## src/rtl/vga_pkg.sv

```systemverilog
// rtl/vga_pkg.sv - shared screen geometry, colours and arbiter state encoding
package vga_pkg;

    localparam int WIDTH    = 160;
    localparam int HEIGHT   = 120;
    localparam int X_W      = 8;
    localparam int Y_W      = 7;
    localparam int COLOUR_W = 3;

    localparam logic [COLOUR_W-1:0] BLACK = 3'b000;
    localparam logic [COLOUR_W-1:0] RED   = 3'b100;
    localparam logic [COLOUR_W-1:0] GREEN = 3'b010;
    localparam logic [COLOUR_W-1:0] WHITE = 3'b111;

    typedef enum logic [0:0] {
        ST_IDLE   = 1'b0,
        ST_LOCKED = 1'b1
    } arb_state_t;

    function automatic int idx_width(input int n);
        return (n > 1) ? $clog2(n) : 1;
    endfunction

endpackage

```

## src/rtl/fb_write_arbiter_if.sv

```systemverilog
// rtl/fb_write_arbiter_if.sv - pixel producer bus into the framebuffer write arbiter
interface fb_write_arbiter_if
    import vga_pkg::*;
#(
    parameter int NUM_REQ = 4
);
    logic [NUM_REQ-1:0]          req;
    logic [NUM_REQ-1:0]          lock;
    logic [NUM_REQ*X_W-1:0]      x_in;
    logic [NUM_REQ*Y_W-1:0]      y_in;
    logic [NUM_REQ*COLOUR_W-1:0] colour_in;
    logic [NUM_REQ-1:0]          grant;
    logic [X_W-1:0]              x;
    logic [Y_W-1:0]              y;
    logic [COLOUR_W-1:0]         colour;
    logic                        plot;
    logic                        busy;
    logic                        err_oob;

    modport master (
        output req, lock, x_in, y_in, colour_in,
        input  grant, x, y, colour, plot, busy, err_oob
    );

    modport slave (
        input  req, lock, x_in, y_in, colour_in,
        output grant, x, y, colour, plot, busy, err_oob
    );

endinterface

```

## src/rtl/fb_write_arbiter_rr_picker.sv

```systemverilog
// rtl/fb_write_arbiter_rr_picker.sv - round-robin picker: first request after ptr, wrapping
module rr_picker #(
    parameter int N     = 4,
    parameter int IDX_W = 2
) (
    input  logic [N-1:0]     req,
    input  logic [IDX_W-1:0] ptr,
    output logic [N-1:0]     grant,
    output logic [IDX_W-1:0] idx
);
    logic             found;
    logic [IDX_W-1:0] cand;

    always_comb begin
        grant = '0;
        idx   = '0;
        found = 1'b0;
        cand  = '0;
        // ptr itself is scanned last, so the previous winner has lowest priority
        for (int k = 1; k <= N; k++) begin
            cand = IDX_W'((int'(ptr) + k) % N);
            if (!found && req[cand]) begin
                found       = 1'b1;
                grant[cand] = 1'b1;
                idx         = cand;
            end
        end
    end

endmodule

```

## src/rtl/fb_write_arbiter.sv

```systemverilog
// rtl/fb_write_arbiter.sv - round-robin framebuffer write arbiter with atomic fill lock
module fb_write_arbiter
    import vga_pkg::*;
#(
    parameter int NUM_REQ = 4
) (
    input logic              clk,
    input logic              rst,
    fb_write_arbiter_if.slave bus
);
    localparam int IDX_W = idx_width(NUM_REQ);
    localparam logic [X_W:0] X_LIM = (X_W+1)'(WIDTH);
    localparam logic [Y_W:0] Y_LIM = (Y_W+1)'(HEIGHT);

    arb_state_t       state, state_nxt;
    logic [IDX_W-1:0] owner, owner_nxt;
    logic [IDX_W-1:0] rr_ptr, rr_ptr_nxt;

    logic [NUM_REQ-1:0] pick_grant;
    logic [IDX_W-1:0]   pick_idx;
    logic [NUM_REQ-1:0] grant_c;
    logic [IDX_W-1:0]   sel;
    logic               xfer;
    logic               in_bounds;
    logic [X_W-1:0]     x_sel;
    logic [Y_W-1:0]     y_sel;
    logic [COLOUR_W-1:0] colour_sel;

    logic [X_W-1:0]      x_q;
    logic [Y_W-1:0]      y_q;
    logic [COLOUR_W-1:0] colour_q;
    logic                plot_q;
    logic                err_q;

    rr_picker #(
        .N     (NUM_REQ),
        .IDX_W (IDX_W)
    ) u_pick (
        .req   (bus.req),
        .ptr   (rr_ptr),
        .grant (pick_grant),
        .idx   (pick_idx)
    );

    always_ff @(posedge clk) begin
        if (rst) begin
            state  <= ST_IDLE;
            owner  <= '0;
            rr_ptr <= IDX_W'(NUM_REQ - 1);
        end else begin
            state  <= state_nxt;
            owner  <= owner_nxt;
            rr_ptr <= rr_ptr_nxt;
        end
    end

    // Grant is withheld during reset so no producer advances past a pixel that is dropped
    always_comb begin
        grant_c    = '0;
        sel        = pick_idx;
        state_nxt  = state;
        owner_nxt  = owner;
        rr_ptr_nxt = rr_ptr;
        if (!rst) begin
            case (state)
                ST_IDLE:   grant_c = pick_grant;
                ST_LOCKED: begin
                    sel = owner;
                    if (bus.req[owner]) grant_c[owner] = 1'b1;
                end
                default:   grant_c = '0;
            endcase
        end
        xfer = |grant_c;
        if (xfer) begin
            rr_ptr_nxt = sel;
            if (state == ST_IDLE && bus.lock[sel]) begin
                state_nxt = ST_LOCKED;
                owner_nxt = sel;
            end else if (state == ST_LOCKED && !bus.lock[sel]) begin
                state_nxt = ST_IDLE;
            end
        end
    end

    assign x_sel      = bus.x_in[sel*X_W +: X_W];
    assign y_sel      = bus.y_in[sel*Y_W +: Y_W];
    assign colour_sel = bus.colour_in[sel*COLOUR_W +: COLOUR_W];
    assign in_bounds  = ({1'b0, x_sel} < X_LIM) && ({1'b0, y_sel} < Y_LIM);

    always_ff @(posedge clk) begin
        if (rst) begin
            x_q      <= '0;
            y_q      <= '0;
            colour_q <= '0;
            plot_q   <= 1'b0;
            err_q    <= 1'b0;
        end else begin
            plot_q <= xfer && in_bounds;
            if (xfer && in_bounds) begin
                x_q      <= x_sel;
                y_q      <= y_sel;
                colour_q <= colour_sel;
            end
            if (xfer && !in_bounds) err_q <= 1'b1;
        end
    end

    assign bus.grant   = grant_c;
    assign bus.x       = x_q;
    assign bus.y       = y_q;
    assign bus.colour  = colour_q;
    assign bus.plot    = plot_q;
    assign bus.busy    = (state == ST_LOCKED);
    assign bus.err_oob = err_q;

endmodule

```

## src/flat_wrapper.sv

```systemverilog
// flat-port wrapper written by rule: the top's interface ports become plain ports
module fb_write_arbiter_flat import vga_pkg::*;
#(
    parameter int NUM_REQ = 4
)
  (clk, rst, bus_req, bus_lock, bus_x_in, bus_y_in, bus_colour_in, bus_grant, bus_x, bus_y, bus_colour, bus_plot, bus_busy, bus_err_oob);
  fb_write_arbiter_if #(.NUM_REQ(NUM_REQ)) bus_i ();
  input logic clk;
  input logic rst;
  input wire logic [$bits(bus_i.req)-1:0] bus_req;
  input wire logic [$bits(bus_i.lock)-1:0] bus_lock;
  input wire logic [$bits(bus_i.x_in)-1:0] bus_x_in;
  input wire logic [$bits(bus_i.y_in)-1:0] bus_y_in;
  input wire logic [$bits(bus_i.colour_in)-1:0] bus_colour_in;
  output wire logic [$bits(bus_i.grant)-1:0] bus_grant;
  output wire logic [$bits(bus_i.x)-1:0] bus_x;
  output wire logic [$bits(bus_i.y)-1:0] bus_y;
  output wire logic [$bits(bus_i.colour)-1:0] bus_colour;
  output wire logic [$bits(bus_i.plot)-1:0] bus_plot;
  output wire logic [$bits(bus_i.busy)-1:0] bus_busy;
  output wire logic [$bits(bus_i.err_oob)-1:0] bus_err_oob;
  assign bus_i.req = bus_req;
  assign bus_i.lock = bus_lock;
  assign bus_i.x_in = bus_x_in;
  assign bus_i.y_in = bus_y_in;
  assign bus_i.colour_in = bus_colour_in;
  assign bus_grant = bus_i.grant;
  assign bus_x = bus_i.x;
  assign bus_y = bus_i.y;
  assign bus_colour = bus_i.colour;
  assign bus_plot = bus_i.plot;
  assign bus_busy = bus_i.busy;
  assign bus_err_oob = bus_i.err_oob;
  fb_write_arbiter #(.NUM_REQ(NUM_REQ)) u_core (.clk(clk), .rst(rst), .bus(bus_i));
endmodule
```

## config.mk

```make
export PLATFORM = sky130hd
export DESIGN_NAME = fb_write_arbiter_flat
export DESIGN_NICKNAME = d
export VERILOG_FILES = /design/src/rtl/vga_pkg.sv /design/src/rtl/fb_write_arbiter_if.sv /design/src/rtl/fb_write_arbiter_rr_picker.sv /design/src/rtl/fb_write_arbiter.sv /design/src/flat_wrapper.sv
export SDC_FILE = /design/constraint.sdc
export NUM_CORES = 1
export LEC_CHECK = 0
export CELL_PAD_IN_SITES_DETAIL_PLACEMENT = 2
export CELL_PAD_IN_SITES_GLOBAL_PLACEMENT = 2
export CORE_ASPECT_RATIO = 0.8
export CORE_MARGIN = 2
export CORE_UTILIZATION = 26
export CTS_CLUSTER_DIAMETER = 200
export DETAILED_ROUTE_END_ITERATION = 10
export PLACE_DENSITY = 0.94
export SLEW_MARGIN = 0
export SYNTH_ARGS = -nofsm -noshare
export SYNTH_HDL_FRONTEND = slang
export SYNTH_SLANG_ARGS = --single-unit
```

## constraint.sdc

```tcl
create_clock -name clk -period 7 [get_ports clk]
set_clock_uncertainty 0.1 [all_clocks]
set_input_delay 0.7 -clock clk [delete_from_list [all_inputs] [get_ports clk]]
set_output_delay 0.7 -clock clk [all_outputs]
set_load 0.02 [all_outputs]
```

; ---- Word-level counts from Yosys, hierarchy flattened
; Cells that the tools add are included.
[totals]
inputBits = 82
register_bits = 25
[classes]
bitwise = 4
n_mux = 40
addsub = 4
shifts = 3
n_reduce_logical = 22
n_lt_le_gt_ge = 13
n_mul = 2
[op_table]
columns = cell, n
row1 = $shiftx 32x6->8, 1
row2 = $shiftx 28x6->7, 1
row3 = $mux 4, 6
row4 = $lt 2x3->1 const B, 6
row5 = $mux 1, 16
row6 = $logic_and 1x1->1, 13
row7 = $bmux 1 s2, 6
row8 = $mux 2, 6
row9 = $or 4x4->4, 3
row10 = $shiftx 12x5->3, 1
row11 = $demux 1 s2, 5
row12 = $ge 2x1->1 const B, 5
row13 = $lt 8x8->1 const B, 1
row14 = $pmux 4 s2, 1
row15 = $lt 7x7->1 const B, 1
row16 = $logic_not 1->1, 5
row17 = $mul 2x3->5 const B, 1
row18 = $add 2x1->2 const B, 2
row19 = $add 2x2->2 const B, 2
row20 = $mul 2x2->4 const B, 1
row21 = $reduce_and 2->1, 2
row22 = $reduce_or 4->1, 1
row23 = $reduce_bool 2->1, 1
row24 = $not 1->1, 1

; ---- Longest topological paths before layout
[depth]
ltp_word = 21
mapped_depth = 18
mapped_depth_nobuf = 13

; ---- Modules after synthesis
; A second synthesis with hierarchy kept.
[unflattened]
cells_unflattened = 228
hier_area_um2 = 2321.0
[by_module_without_submodules]
columns = module, cells_each, instances, area_each_um2
row1 = fb_write_arbiter, 160, 1, 1775.5
row2 = rr_picker, 68, 1, 545.5

; ---- Least setup slack after synthesis
; Ideal clock, no wire load.
[synth_path]
kind = reg-to-reg
startpoint = register u_core.rr_ptr[0]
endpoint = register u_core.owner[0]
required_ns = 6.814
synth_period_minus_slack_ns = 4.388
setup_ns = 0.086
setup_slack_ns = 2.612
stages_incl_launch_ff = 18
path_buffers = 5
t_arrival_ns = 4.203
path_cell_list = dfxtp_1 -> buf_2 -> inv_1 -> ha_1 -> buf_2 -> mux4_2 -> buf_6 -> nor4b_4 -> a221oi_1 -> o41ai_4 -> inv_2 -> buf_4 -> buf_2 -> a211oi_1 -> a21oi_1 -> ha_1 -> and2_1 -> a211oi_1
[synth_via]
elab_chain_cells = 19
[synth_rtl]
columns = element, line_no
row1 = "start, declared", fb_write_arbiter.sv:17  ; logic [IDX_W-1:0] rr_ptr, rr_ptr_nxt;
row2 = "start signal, assigned", fb_write_arbiter.sv:49  ; rr_ptr <= IDX_W'(NUM_REQ - 1);
row3 = "start signal, assigned", fb_write_arbiter.sv:53  ; rr_ptr <= rr_ptr_nxt;
row4 = branches (longest 19 deep; another with $lt 2x3->1), n/a
row5 = "end signal, assigned", fb_write_arbiter.sv:52  ; owner <= owner_nxt;
row6 = "end, declared", fb_write_arbiter.sv:16  ; logic [IDX_W-1:0] owner, owner_nxt;
; Parallel ways; which one is timed is not known. The select of a mux whose other input is x is not followed.
; A chain may end at the register's enable or synchronous reset.

; ---- Final worst setup path
[layout_path]
startpoint = register u_core.rr_ptr[0]
endpoint = register u_core.x_q[7], in the netlist u_core.bus.x[7]
[layout_via]
elab_chain_cells = 20
[layout_rtl]
columns = element, line_no
row1 = $add 2x1->2, fb_write_arbiter_rr_picker.sv:21  ; cand = IDX_W'((int'(ptr) + k) % N);
row2 = $bmux 1 s2, fb_write_arbiter_rr_picker.sv:22  ; if (!found && req[cand]) begin
row3 = $mux 1 (not written as such), fb_write_arbiter_rr_picker.sv:22
row4 = $mux 1, fb_write_arbiter_rr_picker.sv:22
row5 = $logic_not 1->1, fb_write_arbiter_rr_picker.sv:22
row6 = $logic_and 1x1->1, fb_write_arbiter_rr_picker.sv:22
row7 = $mux 1, fb_write_arbiter_rr_picker.sv:22
row8 = $logic_not 1->1, fb_write_arbiter_rr_picker.sv:22
row9 = [4 not listed], n/a
row10 = $mux 2, fb_write_arbiter_rr_picker.sv:22
row11 = $mux 2, fb_write_arbiter.sv:65  ; case (state)
row12 = $mux 2, fb_write_arbiter.sv:64  ; if (!rst) begin
row13 = $mul 2x3->5, fb_write_arbiter.sv:87  ; assign y_sel = bus.y_in[sel*Y_W +: Y_W];
row14 = $shiftx 28x6->7, fb_write_arbiter.sv:87
row15 = $lt 7x7->1, fb_write_arbiter.sv:89  ; assign in_bounds = ({1'b0, x_sel} < X_LIM) && ({1'b0, y_sel} < Y_LIM);
row16 = $logic_and 1x1->1, fb_write_arbiter.sv:89
row17 = $logic_and 1x1->1, fb_write_arbiter.sv:100  ; if (xfer && in_bounds) begin
row18 = "end signal, assigned", fb_write_arbiter.sv:101  ; x_q <= x_sel;
row19 = "end, declared", fb_write_arbiter.sv:29  ; logic [X_W-1:0] x_q;
; Several ways; a longest one is shown, not always the timed one. The select of a mux whose other input is x is not followed.

==> results_dict.tcl <==
set metrics [dict create \
    outcome "completed" \
    critPathLaunch "u_core.rr_ptr[0]$_SDFFE_PP1P_" \
    drc_errors 0 \
    crit_end "u_core.bus.x[7]$_SDFFE_PP0P_" \
    synth_largest_area_cell "mux2i_1" \
    grt_max_degree 48 \
    endpoint_kind "flip-flop" \
    layout.nets 452 \
    yosysSeqAreaShare_pct 20.8 \
    via_per_inst 5.13 \
    r2r_end "u_core.bus.x[7]$_SDFFE_PP0P_" \
    worst_pin_slew_ps 1170 \
    reg2reg_from "u_core.rr_ptr[0]$_SDFFE_PP1P_" \
    cts_tree "yes" \
    fp.dieH_um 90.1 \
    rsz0062_at_grt "false" \
    min_period_ps 5400 \
    startpoint_type "flip-flop" \
    synthFlopType "dfxtp_1" \
    cts_buffers 3 \
    antenna_found_initial 0 \
    clock-root-buffer "clkbuf_16" \
    hold_class "flip-flop to flip-flop" \
    syn_inst 268 \
    cts_resized 0 \
    setup_viol_count_final 0 \
    avgSynthCellArea_um2 8.98 \
    vias 2436 \
    ctsHoldBuffers 0 \
    cts_post_setup_buffers_inserted 0 \
    yosysWarnings 0 \
    rrSetupSlack_ps 1600 \
    io_pins 107 \
    die-area_mm2 0.0100 \
    clk_pin_slew_worst_paths_ps 70 \
    syn_area_mm2 0.00241 \
    fillers 1023 \
    critPathRequiredTime_ps 7000 \
    grt_pass1_wl_um 14700 \
    worstRegToRegCells 10 \
    port_buffers 106 \
    clk_latency_ps 270 \
    areaGrowthSynthToFinish_pct 49.1 \
    cts_sinks 25 \
    syn_nets 359 \
    groute.usage.overall_pct 18.1 \
    power.leakage_nw 1.59 \
    design_power_total_w 0.00152 \
    wirelength_um 9140 \
    synth-edff-count 0 \
    die_x_um 112 \
    diodes 0 \
    grt_overflow 0 \
    globalplace.congestion 0.818 \
    clockBufferDepth 2 \
    cts-htree-levels 1 \
    synth_most_common_cell "mux2i_1" \
    start_util_pct 26.6 \
    synth_seq_cells 25 \
    first_pass_iters 4 \
    drv_slew 0 \
    drv_cap 0 \
    powerDensity_mw_per_mm2 422 \
    row_count 31 \
    ir_drop_v 0.000254 \
    maxSlewHeadroom_pct 22.0 \
    fin_crit_sh_pct 77.2 \
    grt_pass1_vias 2820 \
    hold_viol 0 \
    synthTopCellsByArea "mux2i_1, dfxtp_1, ha_1" \
    hpwl_um 7290 \
    first_iter_violations 40 \
    ys_types 40 \
    setup_tns_ps 0 \
    ant_nets 0 \
    synth_common_cells "mux2i_1, dfxtp_1, nand2_1, nor2_1, a21oi_1" \
    fmax_mhz 185 \
    coreArea_mm2 0.00904 \
    synthArstFlopShare_pct 0 \
    synth.top_cell.area_share_pct 30.8 \
    whs_ps 376 \
    cp.arrival_ps 5400 \
    critPathMaxFanout 23 \
    drive_gt1_share_pct 5.28 \
    crit_type "flip-flop to flip-flop" \
    post_drt_wl_per_cell_um 19.2 \
]
routing by layer:
metal / vias to the layer above / GRT usage (%) / part of all wire, %
li1: 1168 / - / -
met1: 1196 / 20.4 / 41
met2: 66 / 34.4 / 53
met3: 6 / 5.06 / 5.4
met4: 0 / 2.47 / 0.97
met5: - / 0 / 0
sequential cells by signal, summed over array words and instances, names as in the netlist:
register / cells
u_core.owner: 2
u_core.bus.err_oob: 1
u_core.bus.x: 8
u_core.bus.busy: 1
u_core.bus.plot: 1
u_core.rr_ptr: 2
u_core.bus.colour: 3
u_core.bus.y: 7
cell type report:
class	count	area (µm²)	share of cell area, %
repair buffers	106	1060	29.6
inverters	13	48.8	1.36
multi-input cells	212	1750	48.8
flip-flops and latches	25	500	13.9
clock inverters	1	7.51	0.209
clock buffers	3	75.1	2.09
well taps	115	144	4.01
kinds of logic (layout without fill, tap and decap cells):
logic type	count (synthesis)	in the layout	synth area share, %
DFF	25	25	20.8
buffers and inverters	31	123	6.44
adders and majority gates	9	9	4.68
muxes	84	84	37.3
and+or+nand+nor	66	66	15.1
AOI/OAI and AO/OA	53	53	15.6
per-stage QoR:
step                cell area (µm²)  utilization (%)  cells  worst slack [ps]
finish                         3590             39.7    475              1600
detailed placement             3510             38.8    471              1610
CTS                            3590             39.7    475              1580
global route                   3590             39.7    475              1220
floorplan                      2410                -    268              2610
global placement               3510             38.8    471              1840
how the worst min path moves through the flow:
stage,startpoint,endpoint,slack (ps),cells after the start
2_1_floorplan,u_core.owner[0]$_SDFFE_PP0P_,u_core.owner[0]$_SDFFE_PP0P_,420,2
3_3_place_gp,u_core.bus.err_oob$_SDFFE_PP0P_,u_core.bus.err_oob$_SDFFE_PP0P_,360,2
3_5_place_dp,u_core.bus.y[4]$_SDFFE_PP0P_,u_core.bus.y[4]$_SDFFE_PP0P_,370,2
4_1_cts,u_core.bus.y[4]$_SDFFE_PP0P_,u_core.bus.y[4]$_SDFFE_PP0P_,380,2
5_1_grt,u_core.bus.y[4]$_SDFFE_PP0P_,u_core.bus.y[4]$_SDFFE_PP0P_,410,2
6_report,u_core.bus.y[4]$_SDFFE_PP0P_,u_core.bus.y[4]$_SDFFE_PP0P_,380,2
report_power, final:
part	switching, W	total, W	internal, W
Sequential	0.0000450	0.000231	0.000186
Clock	0.0000572	0.000135	0.0000778
Combinational	0.000620	0.00115	0.000530
placed cells by master, fill, tap and decap left out, types with 2 or more instances in the layout:
master | synthesis | layout
a211oi_1 | 3 | 3
a21o_1 | 2 | 2
a21oi_1 | 13 | 13
a221o_1 | 6 | 6
a221oi_1 | 5 | 5
and2_1 | 2 | 2
clkbuf_16 | 0 | 3
clkdlybuf4s50_1 | 0 | 106
dfxtp_1 | 25 | 25
ha_1 | 9 | 9
inv_1 | 12 | 12
mux2_2 | 5 | 5
mux2i_1 | 74 | 74
mux4_2 | 4 | 4
nand2_1 | 20 | 20
nand2b_1 | 3 | 3
nand3_1 | 3 | 3
nand3b_1 | 8 | 8
nor2_1 | 20 | 20
nor4b_4 | 2 | 2
o21ai_0 | 11 | 11
o21ai_1 | 8 | 8
worst max-delay path, cell delays in order (launching register included):
cell	delay, ps
dfxtp_1	750
inv_1	250
ha_1	530
mux4_2	680
nor4b_4	430
a221oi_1	130
o41ai_4	560
inv_2	470
a211oi_4	950
mux2i_1	290
nor2_1	80
(Power assumes the default switching activity.)
